--- src/rtl/logic_reduce_pkg.sv ---
// Shared mode encodings, FSM states and operator helper
// for the framed logic-reduction block.
package logic_reduce_pkg;

  localparam logic [1:0] MODE_OR  = 2'b00;
  localparam logic [1:0] MODE_AND = 2'b01;
  localparam logic [1:0] MODE_XOR = 2'b10;
  localparam logic [1:0] MODE_NOR = 2'b11;

  typedef enum logic {
    ACC = 1'b0,
    OUT = 1'b1
  } state_t;

  function automatic logic [1:0] base_op(
    input logic [1:0] m
  );
    return (m == MODE_NOR) ? MODE_OR : m;
  endfunction

endpackage

--- src/rtl/logic_reduce_word.sv ---
// Combinational per-word reduction and popcount.
// Popcount exists only with LOGIC_REDUCE_ONES_EN.
import logic_reduce_pkg::*;

module logic_reduce_word #(
  parameter int WIDTH = 3
) (
  input  logic [WIDTH-1:0]           data,
  input  logic [1:0]                 op,
  output logic                       red
`ifdef LOGIC_REDUCE_ONES_EN
  ,
  output logic [$clog2(WIDTH+1)-1:0] pop
`endif
);

  // reduce the word with the base operator
  always_comb begin
    red = 1'b0;
    case (op)
      MODE_AND: red = &data;
      MODE_XOR: red = ^data;
      default:  red = |data;
    endcase
  end

`ifdef LOGIC_REDUCE_ONES_EN
  localparam int PW = $clog2(WIDTH+1);

  // count the set bits of the word
  always_comb begin
    pop = '0;
    for (int i = 0; i < WIDTH; i++) begin
      pop = pop + PW'(data[i]);
    end
  end
`endif

endmodule

--- src/rtl/logic_reduce_frame.sv ---
// Frame-wise OR/AND/XOR/NOR reduction with valid/ready I/O.
// Optional out_ones popcount: LOGIC_REDUCE_ONES_EN.
import logic_reduce_pkg::*;

module logic_reduce_frame #(
  parameter int WIDTH = 3,
  parameter int CNT_W = 8
) (
  input  logic             clk,
  input  logic             rst_n,
  input  logic             in_valid,
  output logic             in_ready,
  input  logic [WIDTH-1:0] in_data,
  input  logic             in_last,
  input  logic [1:0]       mode,
  output logic             out_valid,
  input  logic             out_ready,
  output logic             out_y,
  output logic [CNT_W-1:0] out_beats,
  output logic             out_ovf
`ifdef LOGIC_REDUCE_ONES_EN
  ,
  output logic [CNT_W+$clog2(WIDTH+1)-1:0] out_ones
`endif
);

  localparam logic [CNT_W-1:0] CNT_MAX = '1;

  state_t           state_q, state_d;
  logic             acc_q, acc_d;
  logic [CNT_W-1:0] cnt_q, cnt_d;
  logic             ovf_q, ovf_d;
  logic [1:0]       mode_q, mode_d;
  logic             ov_q, ov_d;
  logic             y_q, y_d;
  logic [CNT_W-1:0] beats_q, beats_d;
  logic             oovf_q, oovf_d;

  logic       accept;
  logic       first;
  logic [1:0] mode_eff;
  logic [1:0] op;
  logic       red;

  assign in_ready  = (state_q == ACC);
  assign accept    = in_valid && in_ready;
  assign first     = (cnt_q == '0);
  assign mode_eff  = first ? mode : mode_q;
  assign op        = base_op(mode_eff);
  assign out_valid = ov_q;
  assign out_y     = y_q;
  assign out_beats = beats_q;
  assign out_ovf   = oovf_q;

`ifdef LOGIC_REDUCE_ONES_EN
  localparam int PW  = $clog2(WIDTH+1);
  localparam int OW  = CNT_W + PW;
  localparam int OW1 = OW + 1;

  logic [PW-1:0] pop;
  logic [OW-1:0] ones_q, ones_d;
  logic [OW-1:0] oones_q, oones_d;
  logic [OW:0]   ones_sum;

  assign out_ones = oones_q;

  logic_reduce_word #(.WIDTH(WIDTH)) u_word (
    .data (in_data),
    .op   (op),
    .red  (red),
    .pop  (pop)
  );
`else
  logic_reduce_word #(.WIDTH(WIDTH)) u_word (
    .data (in_data),
    .op   (op),
    .red  (red)
  );
`endif

  // next state: accumulate beats, emit result, wait for consumer
  always_comb begin
    state_d = state_q;
    acc_d   = acc_q;
    cnt_d   = cnt_q;
    ovf_d   = ovf_q;
    mode_d  = mode_q;
    ov_d    = ov_q;
    y_d     = y_q;
    beats_d = beats_q;
    oovf_d  = oovf_q;
`ifdef LOGIC_REDUCE_ONES_EN
    ones_d   = ones_q;
    oones_d  = oones_q;
    ones_sum = {1'b0, ones_q} + OW1'(pop);
`endif
    case (state_q)
      ACC: begin
        if (accept) begin
          mode_d = mode_eff;
          if (first) begin
            acc_d = red;
          end else begin
            case (op)
              MODE_AND: acc_d = acc_q & red;
              MODE_XOR: acc_d = acc_q ^ red;
              default:  acc_d = acc_q | red;
            endcase
          end
          if (cnt_q == CNT_MAX) begin
            ovf_d = 1'b1;
          end else begin
            cnt_d = cnt_q + 1'b1;
          end
`ifdef LOGIC_REDUCE_ONES_EN
          if (first) begin
            ones_d = OW'(pop);
          end else begin
            ones_d = ones_sum[OW] ? '1 : ones_sum[OW-1:0];
          end
`endif
          if (in_last) begin
            state_d = OUT;
            ov_d    = 1'b1;
            y_d     = acc_d ^ (mode_eff == MODE_NOR);
            beats_d = cnt_d;
            oovf_d  = ovf_d;
`ifdef LOGIC_REDUCE_ONES_EN
            oones_d = ones_d;
`endif
          end
        end
      end
      OUT: begin
        if (out_ready) begin
          state_d = ACC;
          ov_d    = 1'b0;
          acc_d   = 1'b0;
          cnt_d   = '0;
          ovf_d   = 1'b0;
`ifdef LOGIC_REDUCE_ONES_EN
          ones_d  = '0;
`endif
        end
      end
      default: state_d = ACC;
    endcase
  end

  // state and output registers
  always_ff @(posedge clk or negedge rst_n) begin
    if (!rst_n) begin
      state_q <= ACC;
      acc_q   <= 1'b0;
      cnt_q   <= '0;
      ovf_q   <= 1'b0;
      mode_q  <= MODE_OR;
      ov_q    <= 1'b0;
      y_q     <= 1'b0;
      beats_q <= '0;
      oovf_q  <= 1'b0;
`ifdef LOGIC_REDUCE_ONES_EN
      ones_q  <= '0;
      oones_q <= '0;
`endif
    end else begin
      state_q <= state_d;
      acc_q   <= acc_d;
      cnt_q   <= cnt_d;
      ovf_q   <= ovf_d;
      mode_q  <= mode_d;
      ov_q    <= ov_d;
      y_q     <= y_d;
      beats_q <= beats_d;
      oovf_q  <= oovf_d;
`ifdef LOGIC_REDUCE_ONES_EN
      ones_q  <= ones_d;
      oones_q <= oones_d;
`endif
    end
  end

endmodule

--- config.mk ---
export PLATFORM = sky130hd
export DESIGN_NAME = logic_reduce_frame
export DESIGN_NICKNAME = d
export VERILOG_FILES = /design/src/rtl/logic_reduce_pkg.sv /design/src/rtl/logic_reduce_word.sv /design/src/rtl/logic_reduce_frame.sv
export SDC_FILE = /design/constraint.sdc
export NUM_CORES = 1
export LEC_CHECK = 0
export BUFFER_PORTS_ARGS = -buffer_cell sky130_fd_sc_hd__buf_2
export CAP_MARGIN = 20
export CORE_AREA = 2 2 62 64
export DETAILED_ROUTE_END_ITERATION = 7
export DIE_AREA = 0 0 64 66
export GPL_ROUTABILITY_DRIVEN = 0
export PLACE_DENSITY = 0.6
export SLEW_MARGIN = 15
export SYNTH_ARGS = -nofsm -noshare
export SYNTH_HDL_FRONTEND = slang
export SYNTH_SLANG_ARGS = --single-unit
--- constraint.sdc ---
create_clock -name clk -period 4.2 [get_ports clk]
set_input_delay 0.84 -clock clk [delete_from_list [all_inputs] [get_ports clk]]
set_output_delay 0.84 -clock clk [all_outputs]
set_load 0.02 [all_outputs]
# --- After elaboration in Yosys (flattened, before gate mapping) ---
# Cells that the tools add are included.
totals:
  input_bits: 10
  ff_bits: 24
  out_inout_bits: 12
  elab_cells: 55
classes:
  bitwise_logic: 5
  mux: 24
  n_eq_ne: 7
  n_reduce_logical: 9
  addsub: 1
ops:
  columns: ["cell", "count"]
  rows:
  - ["two-way mux 8 bit", 3]
  - ["case mux 8 bit (2 select lines)", 1]
  - ["two-way mux 1 bit", 12]
  - ["case mux 1 bit (2 select lines)", 6]
  - ["AND reduction 3 bit", 3]
  - ["adder 8 x 1 -> 8 bit, second input constant", 1]
  - ["== test 8 bit, second input constant", 1]
  - ["zero test 8 bit", 1]
  - ["== test 2 bit, second input constant", 2]
  - ["two-way mux 2 bit", 2]
  - ["inequality test 2 x 1 -> 1 bit, second input constant", 2]
  - ["AND reduction 2 bit", 2]
  - ["OR reduction 3 bit", 1]
  - ["XOR reduction 3 bit", 1]
  - ["== test 2 x 1 -> 1 bit, second input constant", 1]
  - ["inequality test 2 bit, second input constant", 1]
  - ["bitwise XOR 1 bit", 2]
  - ["bitwise AND 1 bit", 1]
  - ["logical AND 1 bit", 1]
  - ["inverter 1 bit", 1]
  - ["OR 1 bit", 1]

# --- Logic depth before layout (Yosys ltp) ---
depth:
  word_depth: 13
  depth_mapped: 16
  depth_no_buf: 16

# --- By module ---
# A second synthesis with hierarchy kept.
hier_totals:
  hier_cells: 155
  hier_area_um2: 1462.7
modules_own_cells:
  columns: ["mod", "seq_area_each_um2", "cells_per_inst", "n_inst", "area_each_um2"]
  rows:
  - ["logic_reduce_frame", 600.6, 142, 1, 1358.8]
  - ["logic_reduce_word", 0.0, 13, 1, 103.8]

# --- Least setup slack after synthesis ---
# No wires, ideal clock.
synth_path:
  kind: "flip-flop to flip-flop"
  startpoint: "reg cnt_q[0]"
  endpoint: "reg y_q (netlist: out_y)"
  path_slack_ns: 0.456
  required_time_ns: 4.129
  synth_period_minus_slack_ns: 3.744
  path_stages_with_launch: 15
  t_arrival_ns: 3.673
  setup_ns: 0.071
  path_buffers: 0
  path_cell_list: "dfrtp_1 > inv_1 > ha_1 > nor4b_1 > nand2_1 > mux2_2 > ha_1 > nand2b_1 > mux2i_1 > a222oi_1 > ha_1 > a221oi_1 > a21oi_1 > or4b_1 > nand4_1"
synth_via:
  elab_chain_cells: 12
  word_cells_on_any_way: 15
  classes_between: "3 x eq/ne; 7 x mux; 4 x bitwise; 1 x reduce/logical"
synth_rtl:
  columns: ["item", "line_no", "rtl"]
  rows:
  - ["from (decl)", "logic_reduce_frame.sv:31", "logic [CNT_W-1:0] cnt_q, cnt_d;"]
  - ["from (signal assigned)", "logic_reduce_frame.sv:169", "cnt_q <= cnt_d;"]
  - ["zero test 8 bit (*)", "logic_reduce_frame.sv:47", "assign first = (cnt_q == '0);"]
  - ["two-way mux 2 bit (*)", "logic_reduce_frame.sv:48", "assign mode_eff = first ? mode : mode_q;"]
  - ["via mode_eff[1]", "logic_reduce_frame.sv:41", "logic [1:0] mode_eff;"]
  - ["== test 2 bit", "logic_reduce_pkg.sv:18, logic_reduce_frame.sv:125", null]
  - ["two-way mux 2 bit", "logic_reduce_pkg.sv:18", "return (m == MODE_NOR) ? MODE_OR : m;"]
  - ["== test 2 bit / == test 2 x 1 -> 1 bit (equally long branches)", "logic_reduce_word.sv:20, logic_reduce_frame.sv:104", null]
  - ["case mux 1 bit (2 select lines)", "logic_reduce_word.sv:20", "case (op)"]
  - ["OR 1 bit, or another cell as far along", "logic_reduce_frame.sv:107", "default: acc_d = acc_q | red;"]
  - ["case mux 1 bit (2 select lines)", "logic_reduce_frame.sv:104", "case (op)"]
  - ["two-way mux 1 bit", "logic_reduce_frame.sv:101", "if (first) begin"]
  - ["two-way mux 1 bit", "logic_reduce_frame.sv:99", "if (accept) begin"]
  - ["two-way mux 1 bit", "logic_reduce_frame.sv:97", "case (state_q)"]
  - ["bitwise XOR 1 bit (*)", "logic_reduce_frame.sv:125", "y_d = acc_d ^ (mode_eff == MODE_NOR);"]
  - ["to (signal assigned)", "logic_reduce_frame.sv:173", "y_q <= y_d;"]
  - ["to (decl)", "logic_reduce_frame.sv:35", "logic y_q, y_d;"]
# The timed path passes the listed nets; every way through them passes the cells marked *. The select of a mux whose other input is x is not followed.
# A chain may end at the register's enable or synchronous reset.

# --- Final worst setup path ---
# Ends and elaborated chain as after synthesis.

==> impl_results.md <==
- Max_cap viols: 0
- Minimum clock period: 3.88 ns
- Clk slew on worst S/H paths: 0.13 ns
- Final Hold Violating Endpoints: 0
- DRC: 0
- CP startpoint kind: flip-flop
- VDD IR max: 0.297 mV
- Syn_nets: 175
- I/O Buffers: 21
- Fmax: 257 MHz
- WP data arrival: 4.15 ns
- Final Util: 44.3%
- Worst Hold Class: in2async
- Detailed placement HPWL: 2.02 mm
- Num rows: 22
- Number of diodes: 0
- Max Slew Vio Count: 0
- Most frequent cells after synthesis: dfrtp_1, nand2_1, o21ai_0
- Seq pwr share: 37.2%
- Largest cells by area after synthesis: dfrtp_1, ha_1, nand2_1
- Die area: 4220 sq um
- Starting Density: 38.8%
- Net switching power figure: 0.331 mW
- Hold_ws: 0.472 ns
- Post-synth EDFFs: 0
- Power Density: 531 nW/um^2
- Reg2Reg Depth: 14
- Sw Ratio: 39.7%
- CTS root buffer: clkbuf_4
- Yosys top cell by area: dfrtp_1
- Layout cells sized above 1: 19.3%
- Cell internal pwr: 0.503 mW
- Vias in the first global route: 1086
- Clock network fraction of total power: 12.6%
- Clk buf depth: 2
- Final setup violation count: 0
- I/O pin total: 22
- Worst slew margin: 54.0%
- Area delta synth->final: 14.2%
- Post-DRT Antenna Nets: 0
- Vias/cell: 5.19
- Outcome: finished clean
- Drt pass-1 iters: 4
- WL per Instance: 12.2 um
- H-Tree Depth: 1
- Global-route usage over all layers: 15.1%
- Async S/R FF share, synth: 100%
- Cts bufs inserted: 3
- Power Total: 0.834 mW
- Crit Path Max Fanout: 5
- CP max stage delay: 0.54 ns
- Buffers & Inverters on Critical Path: 1
- Max stage delay cell, worst path: a222oi_1
- CTS tree: done
- Drt total wl: 2.73 mm
- RSZ-0062 raised after global routing: no
- Worst EP required: 4.46 ns
- Worst setup EP type: flip-flop
- DP Cell Count: 217
- Antenna violations before repair: 0
- Sequential-to-total area share from yosys stat: 43.6%
- Vias: 1162
- Delay-heaviest family, CP: simple AND/OR/NAND/NOR gates
- Clock Skews: 0.00590 ns
- Cell Area, Synth: 1380 sq um
- Finished Layout Cells: 224
- Clk_lat worst skew: 0.32 ns
- Logic gate share of total power: 50.2%
- Clk sink count: 24
- TNS Setup: 0 ns
- Worst slew pin tran: 0.688 ns
- Synth Warn #: 0
- Die height: 66 um
- Top cell type's share of synthesized area: 43.6%
- Lkg Pwr: 0.782 nW
- Yosys cell types: 33
- Final period util: 92.5%
- Critical Path Most Common Cell: ha_1
- Grt total ovfl: 0
- Syn_area_per_cell: 8.82 sq um
- Crit path kind: reg2reg
- Primary FF master, synth: dfrtp_1
- Number of synthesized register bits: 24
- Nets@finish: 197
- Largest net degree at the start of global routing: 26
- Critical Path Stages: 14
- Crit path cell chain: inv_1 -> ha_1 -> nor4b_2 -> nand2_1 -> mux2_2 -> ha_1 -> nand2b_1 -> mux2i_1 -> a222oi_1 -> ha_1 -> a221oi_1 -> a21oi_1 -> or4b_1 -> nand4_1
- Die width: 64 um
- Syn Inst Count: 156
- Global-route wire length before repair: 4.95 mm
- DR iter-0 viols: 57
- CORE AREA: 3550 sq um
worst register-to-register path, cell delays in order (launching register included):
cell and delay, ns:
dfrtp_1 0.44, inv_1 0.10, ha_1 0.14, nor4b_2 0.22
nand2_1 0.15, mux2_2 0.33, ha_1 0.37, nand2b_1 0.12
mux2i_1 0.07, a222oi_1 0.54, ha_1 0.34, a221oi_1 0.32
a21oi_1 0.11, or4b_1 0.48, nand4_1 0.10
cells in the final DEF (no fill, tap or decap), types with 2 or more instances in the layout:
cell type,count
dfrtp_1,24
and4_1,2
inv_1,13
nand2b_1,2
mux2_2,3
o31ai_1,2
buf_4,5
clkbuf_4,3
ha_1,9
a21oi_1,12
nand3_1,6
xnor2_1,2
and3_1,2
a31oi_1,2
nor2_1,6
nand4_1,3
buf_2,21
o21ai_0,16
mux2i_1,4
nor3_1,3
nand2_1,24
power groups by stage:
stage / registers, mW / clock network [mW] / logic (mW)
floorplan: 0.329 / 0 / 0.266
global route: 0.319 / 0.117 / 0.475
detailed placement: 0.315 / 0 / 0.377
global placement: 0.312 / 0 / 0.352
finish: 0.310 / 0.105 / 0.419
CTS: 0.310 / 0.109 / 0.378
registers in the layout, summed over array words and instances, names as in the netlist:
signal,flops
acc_q,1
cnt_q,8
mode_q,2
out_beats,8
out_ovf,1
out_valid,1
out_y,1
ovf_q,1
state_q,1
path summary, 6_finish.rpt:
kind / from / to / slack [ns]
max in group asynchronous: rst_n / mode_q[1] / 3.36
min: rst_n / out_beats[2] / 0.47
min in group clk: out_beats[4] / out_beats[4] / 0.49
max reg2reg: cnt_q[0] / out_y / 0.32
min reg2reg: out_beats[4] / out_beats[4] / 0.49
max: cnt_q[0] / out_y / 0.32
logic make-up (layout without fill, tap and decap cells):
kind of cell / count (synthesis) / count (layout) / synth area share (%)
AND/OR/NAND/NOR: 53 / 53 / 18.7
AO/OA/AOI/OAI: 38 / 38 / 16.0
flip-flops: 24 / 24 / 43.6
buffers and inverters: 22 / 42 / 6.18
adder cells (fa/ha/maj): 9 / 9 / 8.18
multiplexers: 7 / 7 / 5.36
XOR/XNOR: 3 / 3 / 1.91
final cells by class:
cell class | instances | area (sq um)
clock buffer | 3 | 22.5
timing repair buffer | 26 | 143
fill | 360 | 1980
sequential | 24 | 601
inverter | 13 | 48.8
tap | 48 | 60.1
multi-input combinational | 110 | 697
repair_timing:
item                       in CTS  in global routing
buffers inserted                0                  4
setup endpoints to repair       0                  2
gates resized for setup         0                  1
hold endpoints to repair        0                  0
hold buffers                    0                  0
stage by stage:
step | area (sq um) | worst slack (ns)
after floorplan | 1380 | 0.456
after global placement | 1510 | 0.278
after detailed placement | 1510 | 0.0758
after CTS | 1540 | 0.0299
after global routing | 1570 | 0.0152
final | 1570 | 0.316
per-layer routing:
layer  up-vias  part of all wire (%)  global-route usage (%)  wire length [um]
met1       545                    47                    19.6              1290
li1        584                     -                       -                 -
met3         9                   2.9                    2.04                80
met4         0                   3.3                    9.24                89
met5         -                     0                       0                 0
met2        24                    46                    24.0              1260
(Power assumes the default switching activity.)
